File: src/rtl/tcp_hdr_parser.sv
// tcp_hdr_parser: decodes a received TCP header into local-orientation fields.
// Malformed headers are consumed and counted. Valid headers go into a 2-entry
// output FIFO and leave in the order they were accepted.
// Ports:
//   clk, rst_n                       clock, async active-low reset
//   inbound_tcp_hdr_val/_rdy/hdr     inbound header handshake and payload
//   parsed_hdr_val/_rdy              decoded-header handshake
//   parsed_*                         decoded fields of the FIFO head entry
//   drop_cnt                         saturating count of malformed headers

package tcp_hdr_pkg;

  localparam int unsigned PORT_NUM_W    = 16;
  localparam int unsigned SEQ_NUM_W     = 32;
  localparam int unsigned ACK_NUM_W     = 32;
  localparam int unsigned FLAGS_W       = 6;
  localparam int unsigned WIN_SIZE_W    = 16;
  localparam int unsigned TCP_HDR_BYTES = 20;

  localparam int unsigned FLAG_FIN = 0;
  localparam int unsigned FLAG_SYN = 1;
  localparam int unsigned FLAG_RST = 2;
  localparam int unsigned FLAG_PSH = 3;
  localparam int unsigned FLAG_ACK = 4;

  // Received header, wire order
  typedef struct packed {
    logic [PORT_NUM_W-1:0] src_port;
    logic [PORT_NUM_W-1:0] dst_port;
    logic [SEQ_NUM_W-1:0]  seq_num;
    logic [ACK_NUM_W-1:0]  ack_num;
    logic [3:0]            raw_data_offset;
    logic [5:0]            reserved;
    logic [FLAGS_W-1:0]    flags;
    logic [WIN_SIZE_W-1:0] win_size;
    logic [15:0]           chksum;
    logic [15:0]           urg_pointer;
  } tcp_pkt_hdr;

  // Decoded header as stored in the output FIFO
  typedef struct packed {
    logic [PORT_NUM_W-1:0] host_port;
    logic [PORT_NUM_W-1:0] dest_port;
    logic [SEQ_NUM_W-1:0]  seq_num;
    logic [ACK_NUM_W-1:0]  ack_num;
    logic [FLAGS_W-1:0]    flags;
    logic [WIN_SIZE_W-1:0] win_size;
    logic [5:0]            hdr_len;
    logic [5:0]            opt_len;
    logic [2:0]            pkt_type;
  } parsed_hdr_t;

endpackage

module tcp_hdr_parser
  import tcp_hdr_pkg::*;
#(
  parameter int unsigned FIFO_DEPTH = 2,
  parameter int unsigned DROP_CNT_W = 32
) (
  input  logic                  clk,
  input  logic                  rst_n,
  input  logic                  inbound_tcp_hdr_val,
  input  tcp_pkt_hdr            inbound_tcp_hdr,
  output logic                  inbound_tcp_hdr_rdy,
  output logic                  parsed_hdr_val,
  input  logic                  parsed_hdr_rdy,
  output logic [PORT_NUM_W-1:0] parsed_host_port,
  output logic [PORT_NUM_W-1:0] parsed_dest_port,
  output logic [SEQ_NUM_W-1:0]  parsed_seq_num,
  output logic [ACK_NUM_W-1:0]  parsed_ack_num,
  output logic [FLAGS_W-1:0]    parsed_flags,
  output logic [WIN_SIZE_W-1:0] parsed_win_size,
  output logic [5:0]            parsed_hdr_len,
  output logic [5:0]            parsed_opt_len,
  output logic [2:0]            parsed_pkt_type,
  output logic [DROP_CNT_W-1:0] drop_cnt
);

  localparam int unsigned CNT_W = $clog2(FIFO_DEPTH + 1);
  localparam int unsigned PTR_W = (FIFO_DEPTH > 1) ? $clog2(FIFO_DEPTH) : 1;

  parsed_hdr_t           mem [FIFO_DEPTH];
  logic [PTR_W-1:0]      wr_ptr;
  logic [PTR_W-1:0]      rd_ptr;
  logic [CNT_W-1:0]      count;
  logic [CNT_W-1:0]      count_next;
  logic                  rdy_q;
  logic                  val_q;

  parsed_hdr_t           dec_c;
  logic                  malformed_c;
  logic                  accept_c;
  logic                  push_c;
  logic                  pop_c;
  logic                  unused_c;

  // Checksum is verified upstream and urgent data is not handled here
  assign unused_c = ^{inbound_tcp_hdr.chksum, inbound_tcp_hdr.urg_pointer};

  // Combinational decode of the inbound header
  always_comb begin
    dec_c           = '0;
    dec_c.host_port = inbound_tcp_hdr.dst_port;
    dec_c.dest_port = inbound_tcp_hdr.src_port;
    dec_c.seq_num   = inbound_tcp_hdr.seq_num;
    dec_c.ack_num   = inbound_tcp_hdr.ack_num;
    dec_c.flags     = inbound_tcp_hdr.flags;
    dec_c.win_size  = inbound_tcp_hdr.win_size;
    dec_c.hdr_len   = {inbound_tcp_hdr.raw_data_offset, 2'b00};
    dec_c.opt_len   = dec_c.hdr_len - 6'(TCP_HDR_BYTES);
    // Class priority: RST, SYN+ACK, SYN, FIN, ACK, other
    if (inbound_tcp_hdr.flags[FLAG_RST])
      dec_c.pkt_type = 3'd4;
    else if (inbound_tcp_hdr.flags[FLAG_SYN] && inbound_tcp_hdr.flags[FLAG_ACK])
      dec_c.pkt_type = 3'd1;
    else if (inbound_tcp_hdr.flags[FLAG_SYN])
      dec_c.pkt_type = 3'd0;
    else if (inbound_tcp_hdr.flags[FLAG_FIN])
      dec_c.pkt_type = 3'd3;
    else if (inbound_tcp_hdr.flags[FLAG_ACK])
      dec_c.pkt_type = 3'd2;
    else
      dec_c.pkt_type = 3'd5;
  end

  // Malformed headers are consumed but never reach the FIFO
  always_comb begin
    malformed_c = 1'b0;
    if (inbound_tcp_hdr.raw_data_offset < 4'd5)
      malformed_c = 1'b1;
    if (inbound_tcp_hdr.flags[FLAG_SYN] && inbound_tcp_hdr.flags[FLAG_FIN])
      malformed_c = 1'b1;
    if (inbound_tcp_hdr.flags[FLAG_SYN] && inbound_tcp_hdr.flags[FLAG_RST])
      malformed_c = 1'b1;
    if (inbound_tcp_hdr.reserved != 6'd0)
      malformed_c = 1'b1;
  end

  assign accept_c = inbound_tcp_hdr_val & rdy_q;
  assign push_c   = accept_c & ~malformed_c;
  assign pop_c    = val_q & parsed_hdr_rdy;

  // Occupancy; push and pop together leave it unchanged
  always_comb begin
    count_next = count;
    if (push_c && !pop_c)
      count_next = count + CNT_W'(1);
    else if (pop_c && !push_c)
      count_next = count - CNT_W'(1);
  end

  // FIFO state plus handshake flags registered from the next occupancy
  always_ff @(posedge clk or negedge rst_n) begin
    if (!rst_n) begin
      wr_ptr <= '0;
      rd_ptr <= '0;
      count  <= '0;
      rdy_q  <= 1'b0;
      val_q  <= 1'b0;
      for (int i = 0; i < int'(FIFO_DEPTH); i++)
        mem[i] <= '0;
    end else begin
      count <= count_next;
      rdy_q <= (count_next != CNT_W'(FIFO_DEPTH));
      val_q <= (count_next != CNT_W'(0));
      if (push_c) begin
        mem[wr_ptr] <= dec_c;
        wr_ptr      <= (wr_ptr == PTR_W'(FIFO_DEPTH - 1)) ? '0 : wr_ptr + PTR_W'(1);
      end
      if (pop_c)
        rd_ptr <= (rd_ptr == PTR_W'(FIFO_DEPTH - 1)) ? '0 : rd_ptr + PTR_W'(1);
    end
  end

  // Saturating drop counter
  always_ff @(posedge clk or negedge rst_n) begin
    if (!rst_n)
      drop_cnt <= '0;
    else if (accept_c && malformed_c && (drop_cnt != {DROP_CNT_W{1'b1}}))
      drop_cnt <= drop_cnt + DROP_CNT_W'(1);
  end

  assign inbound_tcp_hdr_rdy = rdy_q;
  assign parsed_hdr_val      = val_q;

  // Outputs come straight from the head entry register
  assign parsed_host_port = mem[rd_ptr].host_port;
  assign parsed_dest_port = mem[rd_ptr].dest_port;
  assign parsed_seq_num   = mem[rd_ptr].seq_num;
  assign parsed_ack_num   = mem[rd_ptr].ack_num;
  assign parsed_flags     = mem[rd_ptr].flags;
  assign parsed_win_size  = mem[rd_ptr].win_size;
  assign parsed_hdr_len   = mem[rd_ptr].hdr_len;
  assign parsed_opt_len   = mem[rd_ptr].opt_len;
  assign parsed_pkt_type  = mem[rd_ptr].pkt_type;

endmodule

File: config.mk
export PLATFORM = sky130hd
export DESIGN_NAME = tcp_hdr_parser
export DESIGN_NICKNAME = d
export VERILOG_FILES = /design/src/rtl/tcp_hdr_parser.sv
export SDC_FILE = /design/constraint.sdc
export NUM_CORES = 1
export LEC_CHECK = 0
export CORE_AREA = 2 2 183 185
export DETAILED_ROUTE_END_ITERATION = 7
export DIE_AREA = 0 0 185 187
export GPL_ROUTABILITY_DRIVEN = 0
export MAX_ROUTING_LAYER = met4
export PLACE_DENSITY_LB_ADDON = 0.08
export SETUP_SLACK_MARGIN = 0.02
export SYNTH_ARGS = -nofsm -noshare
export SYNTH_HDL_FRONTEND = slang
export SYNTH_SLANG_ARGS = --single-unit
File: constraint.sdc
create_clock -name clk -period 3.2 [get_ports clk]
set_input_delay 0.48 -clock clk [delete_from_list [all_inputs] [get_ports clk]]
set_output_delay 0.48 -clock clk [all_outputs]
set_load 0.01 [all_outputs]
==> results of run 1 <==
[state kept, by name, summed over array words and instances (netlist names)]
name	count
drop_cnt	32
wr_ptr	1
mem	258
rd_ptr	1
count	2
parsed_hdr_val	1
inbound_tcp_hdr_rdy	1
[per-layer routing]
layer | GRT usage | up-vias | share of wire
met4 | 0.0400 | 0 | 0.016
met2 | 0.275 | 210 | 0.46
met1 | 0.230 | 4102 | 0.45
met5 | - | - | 0
li1 | - | 3866 | -
met3 | 0.0592 | 37 | 0.079
[layout by cell type (no fill, tap or decap), types with 2 or more instances in the layout]
master	netlist	layout
mux2_2	295	295
dfrtp_1	296	295
clkdlybuf4s50_1	0	293
mux2_1	85	85
clkbuf_16	0	37
xor2_1	25	25
nor2_1	19	19
buf_12	1	17
nand2_1	16	16
nand3_1	15	15
inv_1	11	11
clkbuf_8	0	11
xnor2_1	10	10
nor4_1	9	9
buf_4	24	9
nor3_1	9	8
nor3_2	7	8
clkbuf_1	13	8
o21ai_0	6	6
a21oi_1	6	6
nand4_1	5	5
and3_1	5	5
clkinv_2	0	5
diode_2	0	4
mux2i_1	4	4
conb_1	1	4
nor2b_1	3	3
o22ai_1	2	2
a22oi_1	2	2
nor4_4	2	2
nand4_4	2	2
nor4b_1	2	2
ha_1	2	2
[logic make-up (layout without fill, tap and decap cells)]
logic type / Yosys count / count (layout) / synth area share
other cells: 1 / 8 / 0.000283
fa+ha+maj: 2 / 2 / 0.00189
xor+xnor: 36 / 36 / 0.0244
flops: 296 / 296 / 0.559
compound gates: 20 / 20 / 0.00897
mux: 385 / 385 / 0.327
buf+inv: 63 / 393 / 0.0273
simple gates: 106 / 106 / 0.0514
[power groups by stage]
| stage | sequential, µW | combinational, µW | clock (µW) |
|---|---|---|---|
| after detailed placement | 4300 | 1920 | 0 |
| after global placement | 4290 | 1920 | 0 |
| final | 4230 | 1880 | 3870 |
| after global routing | 4270 | 2030 | 4160 |
| after floorplan | 4180 | 1050 | 0 |
| after CTS | 4230 | 1930 | 4000 |
[layout make-up]
class | instances | area [µm²]
Clock inverter | 5 | 25.0
Tap cell | 448 | 561
Sequential cell | 296 | 7410
Antenna cell | 4 | 10.0
Multi-Input combinational cell | 553 | 5500
Inverter | 11 | 41.3
Fill cell | 2810 | 14800
Timing Repair Buffer | 321 | 3370
Clock buffer | 56 | 1110
[path summary, 6_finish.rpt]
check / slack (ps) / startpoint / cells after the start / end
min: 480 / mem[256] / 1 / mem[256]
max: 280 / rd_ptr / 3 / parsed_seq_num[25]
max in group asynchronous: 1870 / rst_n / 3 / mem[78]
max reg2reg: 830 / drop_cnt[0] / 7 / drop_cnt[1]
min reg2reg: 480 / mem[256] / 1 / mem[256]
min in group asynchronous: 520 / rst_n / 2 / mem[28]
[per-stage QoR]
stage	power, µW	cells
after global routing	10500	1694
after CTS	10200	1690
after detailed placement	6220	1628
final	9990	1694
after floorplan	5230	912
after global placement	6210	1628
[worst reg2reg max path, cell delays in order (launching register included)]
cell and delay, ps:
dfrtp_1 420, ha_1 260, nand4_4 190, nor4_4 540
and3_1 230, buf_4 250, nor2_4 70, mux2_4 300
==> run_results.csv, run 1 <==
group,metric,value,unit
routing,drtIter0Drc,243,
sta,tns,0,ps
synthesis,yosysTopAreaCellShare,0.559,
job,max_cap_violations,0,
sta,grt_setup_unrepaired,"no",
pwr,pwr-share-clk,0.388,
pwr,total_leakage_power,0.00855,µW
sta,final-setup-viol-count,0,
grt,overflow,0,
worst_hold_path,hp-class,"reg -> reg",
critical_path,crit_buf_inv,2,
cts,clock_sinks,296,
synthesis,synth.cell_area,13300,µm²
critical_path,cp_top_family,"buffers and inverters",
die,core-area,32900,µm²
sta,clock_skew,14.5,ps
cts,cts_tree,"yes",
cts,cts_max_level,2,
synthesis,synth_common_cells,"dfrtp_1, mux2_2, mux2_1",
placement,dpl.hpwl,20300,µm
sta,hold_viol,0,
sta,worst_pin_slew,627,ps
die,row_count,67,
synthesis,ys_seq_area_frac,0.559,
cells_and_area,final_core_utilization,0.548,
synthesis,yosysWarnings,0,
sta,min_period,2920,ps
critical_path,critical-path-max-stage-delay,720,ps
routing,drc,0,
synthesis,synthArstFlopShare,1.00,
cts,cts-root-buf,"clkbuf_16",
die,initial_utilization,0.403,
die,die_w,185,µm
grt,grt_usage,0.179,
cts,cts_resized,0,
cells_and_area,design_area,18000,µm²
sta,timing.slew.headroom,0.582,
critical_path,crit_type,"reg -> out",
pwr,switching_share,0.257,
critical_path,critPathSlowestCell,"dfrtp_4",
cts,insertion_delay,510,ps
critical_path,worst-path-max-fanout,36,
pwr,internal_power,7410,µW
grt,grt_max_degree,69,
routing,avgRoutedWirePerCell,17.8,µm
cts,hold_buffers,1,
cts,post_cts_buffers,0,
sta,whs,480,ps
synthesis,ys.flop_type,"dfrtp_1",
pwr,p_per_area,554,nW/µm²
routing,totalWireLength,30200,µm
pwr,switchingPower,2570,µW
critical_path,worstPathRequired,2720,ps
synthesis,synth_seq_cells,296,
critical_path,endpoint_kind,"primary output",
routing,final_antenna_net_count,0,
pwr,seqPwrFrac,0.423,
cts,clock_path_buffers,3,
placement,portBuffers,294,
die,die_area,34600,µm²
routing,first_pass_iters,4,
cts,cts_buffers,34,
cts,clk_pin_slew,60,ps
pwr,vdd_drop_max,0.417,mV
synthesis,synth_area_leader_cell,"dfrtp_1",
synthesis,synthDistinctLibCells,49,
sta,drv_slew,0,
cells_and_area,area_growth,36.0,%
sta,max_freq,0.343,GHz
synthesis,ys_top_cells_by_area,"dfrtp_1, mux2_2, mux2_1",
pwr,share_comb_of_total_power,0.189,
synthesis,synth.most_common_cell,"dfrtp_1",
cells_and_area,drive_gt1_frac,0.321,
critical_path,worstPathArrival,2440,ps
die,boundaryPins,331,
placement,place_area,16900,µm²
synthesis,synth_edf_count,0,
synthesis,syn_avg_cell_area,14.6,µm²
placement,place_ws,136,ps
grt,grt_pass1_wl,48000,µm
cells_and_area,fin_nets,1383,
grt,antenna_found_initial,4,
critical_path,startpoint_type,"flop",
sta,worst_slack,283,ps
critical_path,cp_cell_sequence,"buf_12 > mux2_2 > clkdlybuf4s50_1",
routing,via_count,8215,
synthesis,syn_inst,909,
run_status,status,"completed",
die,die_h,187,µm
sta,post-route-period-util,0.911,
routing,via_per_inst,4.85,
grt,grt_pass1_vias,8817,
Power figures use the tool's default switching activity.
==> inputs of run 2 (changes only) <==
--- a/config.mk
+++ b/config.mk
@@ -6,6 +6,7 @@
 export NUM_CORES = 1
 export LEC_CHECK = 0
 export CORE_AREA = 2 2 183 185
+export CTS_CLUSTER_SIZE = 8
 export DETAILED_ROUTE_END_ITERATION = 7
 export DIE_AREA = 0 0 185 187
 export GPL_ROUTABILITY_DRIVEN = 0
==> run_results.csv, run 2 (synthesis gave the netlist of run 1 again) <==
group,metric,value,unit
cts,cts_buffers,42,
sta,drv_slew,0,
die,die_area,34600,µm²
critical_path,cp_cell_sequence,"buf_12 > mux2_2 > clkdlybuf4s50_1",
cells_and_area,area_growth,36.0,%
placement,dp.cells,1628,
cells_and_area,design_area,18000,µm²
grt,grt_pass1_wl,48400,µm
cells_and_area,fin_nets,1391,
pwr,share_comb_of_total_power,0.187,
cts,clock_path_buffers,3,
cells_and_area,fillers,2810,
cts,cts_resized,0,
critical_path,worstPathRequired,2720,ps
cells_and_area,reg.largest.list,"mem (258), drop_cnt (32), count (2)",
sta,clock_skew,13.0,ps
routing,final_antenna_net_count,0,
cts,clock_sinks,296,
routing,drtIter0Drc,351,
cells_and_area,largest_reg_flops,258,
die,core-area,32900,µm²
pwr,switching_share,0.254,
routing,via_count,8238,
cts,post_cts_buffers,0,
placement,dpl.hpwl,20300,µm
cells_and_area,final_cell_mix,"mux2_2, dfrtp_1, clkdlybuf4s50_1",
sta,grt_setup_unrepaired,"no",
grt,overflow,0,
die,initial_utilization,0.403,
placement,place_area,16900,µm²
sta,min_period,2930,ps
critical_path,critPathSlowestCell,"dfrtp_4",
pwr,pwr-share-clk,0.392,
die,boundaryPins,331,
critical_path,critical-path-max-stage-delay,730,ps
cells_and_area,fin_cells,1679,
die,die_h,187,µm
critical_path,endpoint_kind,"primary output",
grt,grt_max_degree,69,
die,die_w,185,µm
routing,via_per_inst,4.91,
routing,avgRoutedWirePerCell,18.0,µm
cts,clk_pin_slew,50,ps
pwr,switchingPower,2560,µW
cts,insertion_delay,510,ps
die,row_count,67,
placement,portBuffers,294,
critical_path,startpoint_type,"flop",
run_status,status,"completed",
sta,final-setup-viol-count,0,
cts,cts_tree,"yes",
critical_path,crit_type,"reg -> out",
routing,drc,0,
sta,max_freq,0.341,GHz
cells_and_area,final_core_utilization,0.548,
pwr,total_power,10100,µW
job,max_cap_violations,0,
pwr,total_leakage_power,0.00855,µW
worst_hold_path,hp-class,"reg -> reg",
pwr,vdd_drop_max,0.429,mV
cts,cts-root-buf,"clkbuf_16",
sta,worst_pin_slew,660,ps
pwr,p_per_area,558,nW/µm²
sta,hold_viol,0,
sta,tns,0,ps
routing,totalWireLength,30200,µm
sta,post-route-period-util,0.915,
grt,grt_usage,0.181,
cells_and_area,drive_gt1_frac,0.319,
cells_and_area,max_flop_register,"mem",
sta,timing.slew.headroom,0.560,
pwr,seqPwrFrac,0.421,
pwr,internal_power,7510,µW
cts,cts_max_level,2,
critical_path,worst-path-max-fanout,36,
critical_path,worstPathArrival,2450,ps
routing,first_pass_iters,4,
grt,grt_pass1_vias,8909,
grt,antenna_found_initial,4,
==> run 2: cell count changes in the layout (fill, tap and decap cells not counted) <==
cell       previous run  this run
clkbuf_1              8         1
clkbuf_16            37        45
clkbuf_8             11         0
clkinv_2              5         0
==> run 2: critical path: cells and delay by family (launching register included) <==
family | cells | cell delay, ps
buf+inv | 2 | 810
flops | 1 | 730
mux | 1 | 360
==> run 2: cell type report <==
type	instances	area, µm²	area share
sequential	296	7410	0.411
inverter	11	41.3	0.00229
clock buffer	46	1130	0.0627
timing repair buffer	321	3370	0.187
antenna	4	10.0	0.000555
tap	448	561	0.0311
multi-input combinational	553	5500	0.305
==> run 2: per-layer routing <==
| metal | share of wire | track usage | vias to the layer above | wire, µm |
|---|---|---|---|---|
| li1 | - | - | 3860 | - |
| met1 | 0.45 | 0.231 | 4122 | 13500 |
| met2 | 0.46 | 0.280 | 206 | 13900 |
| met3 | 0.075 | 0.0567 | 50 | 2280 |
| met4 | 0.017 | 0.0461 | 0 | 517 |
| met5 | 0 | - | - | 0 |
==> run 2: worst paths after layout <==
check / from / endpoint / slack, ps / cells past startpoint
max: rd_ptr / parsed_seq_num[14] / 270 / 3
min: mem[256] / mem[256] / 480 / 1
max reg2reg: drop_cnt[0] / drop_cnt[1] / 810 / 7
min reg2reg: mem[256] / mem[256] / 480 / 1
max in group asynchronous: rst_n / mem[198] / 1890 / 3
min in group asynchronous: rst_n / mem[28] / 520 / 2
==> run 2: timing repair <==
action / CTS / global route
endpoints found under the hold margin: 64 / 0
endpoints found under the setup margin: 0 / 0
hold buffers: 1 / 0
==> run 2: per-stage QoR <==
stage                     setup WS, ps  hold WS [ps]
after global placement             198           463
after global routing               147           492
after CTS                          193           485
after detailed placement           136           473
after floorplan                   1110           184
final                              272           475
==> run 2: power groups by stage <==
stage | Combinational [µW] | Clock [µW] | Sequential (µW)
4_1_cts | 1930 | 4080 | 4240
3_5_place_dp | 1920 | 0 | 4300
6_report | 1880 | 3940 | 4230
5_1_grt | 2030 | 4230 | 4270
3_3_place_gp | 1920 | 0 | 4290
2_1_floorplan | 1050 | 0 | 4180
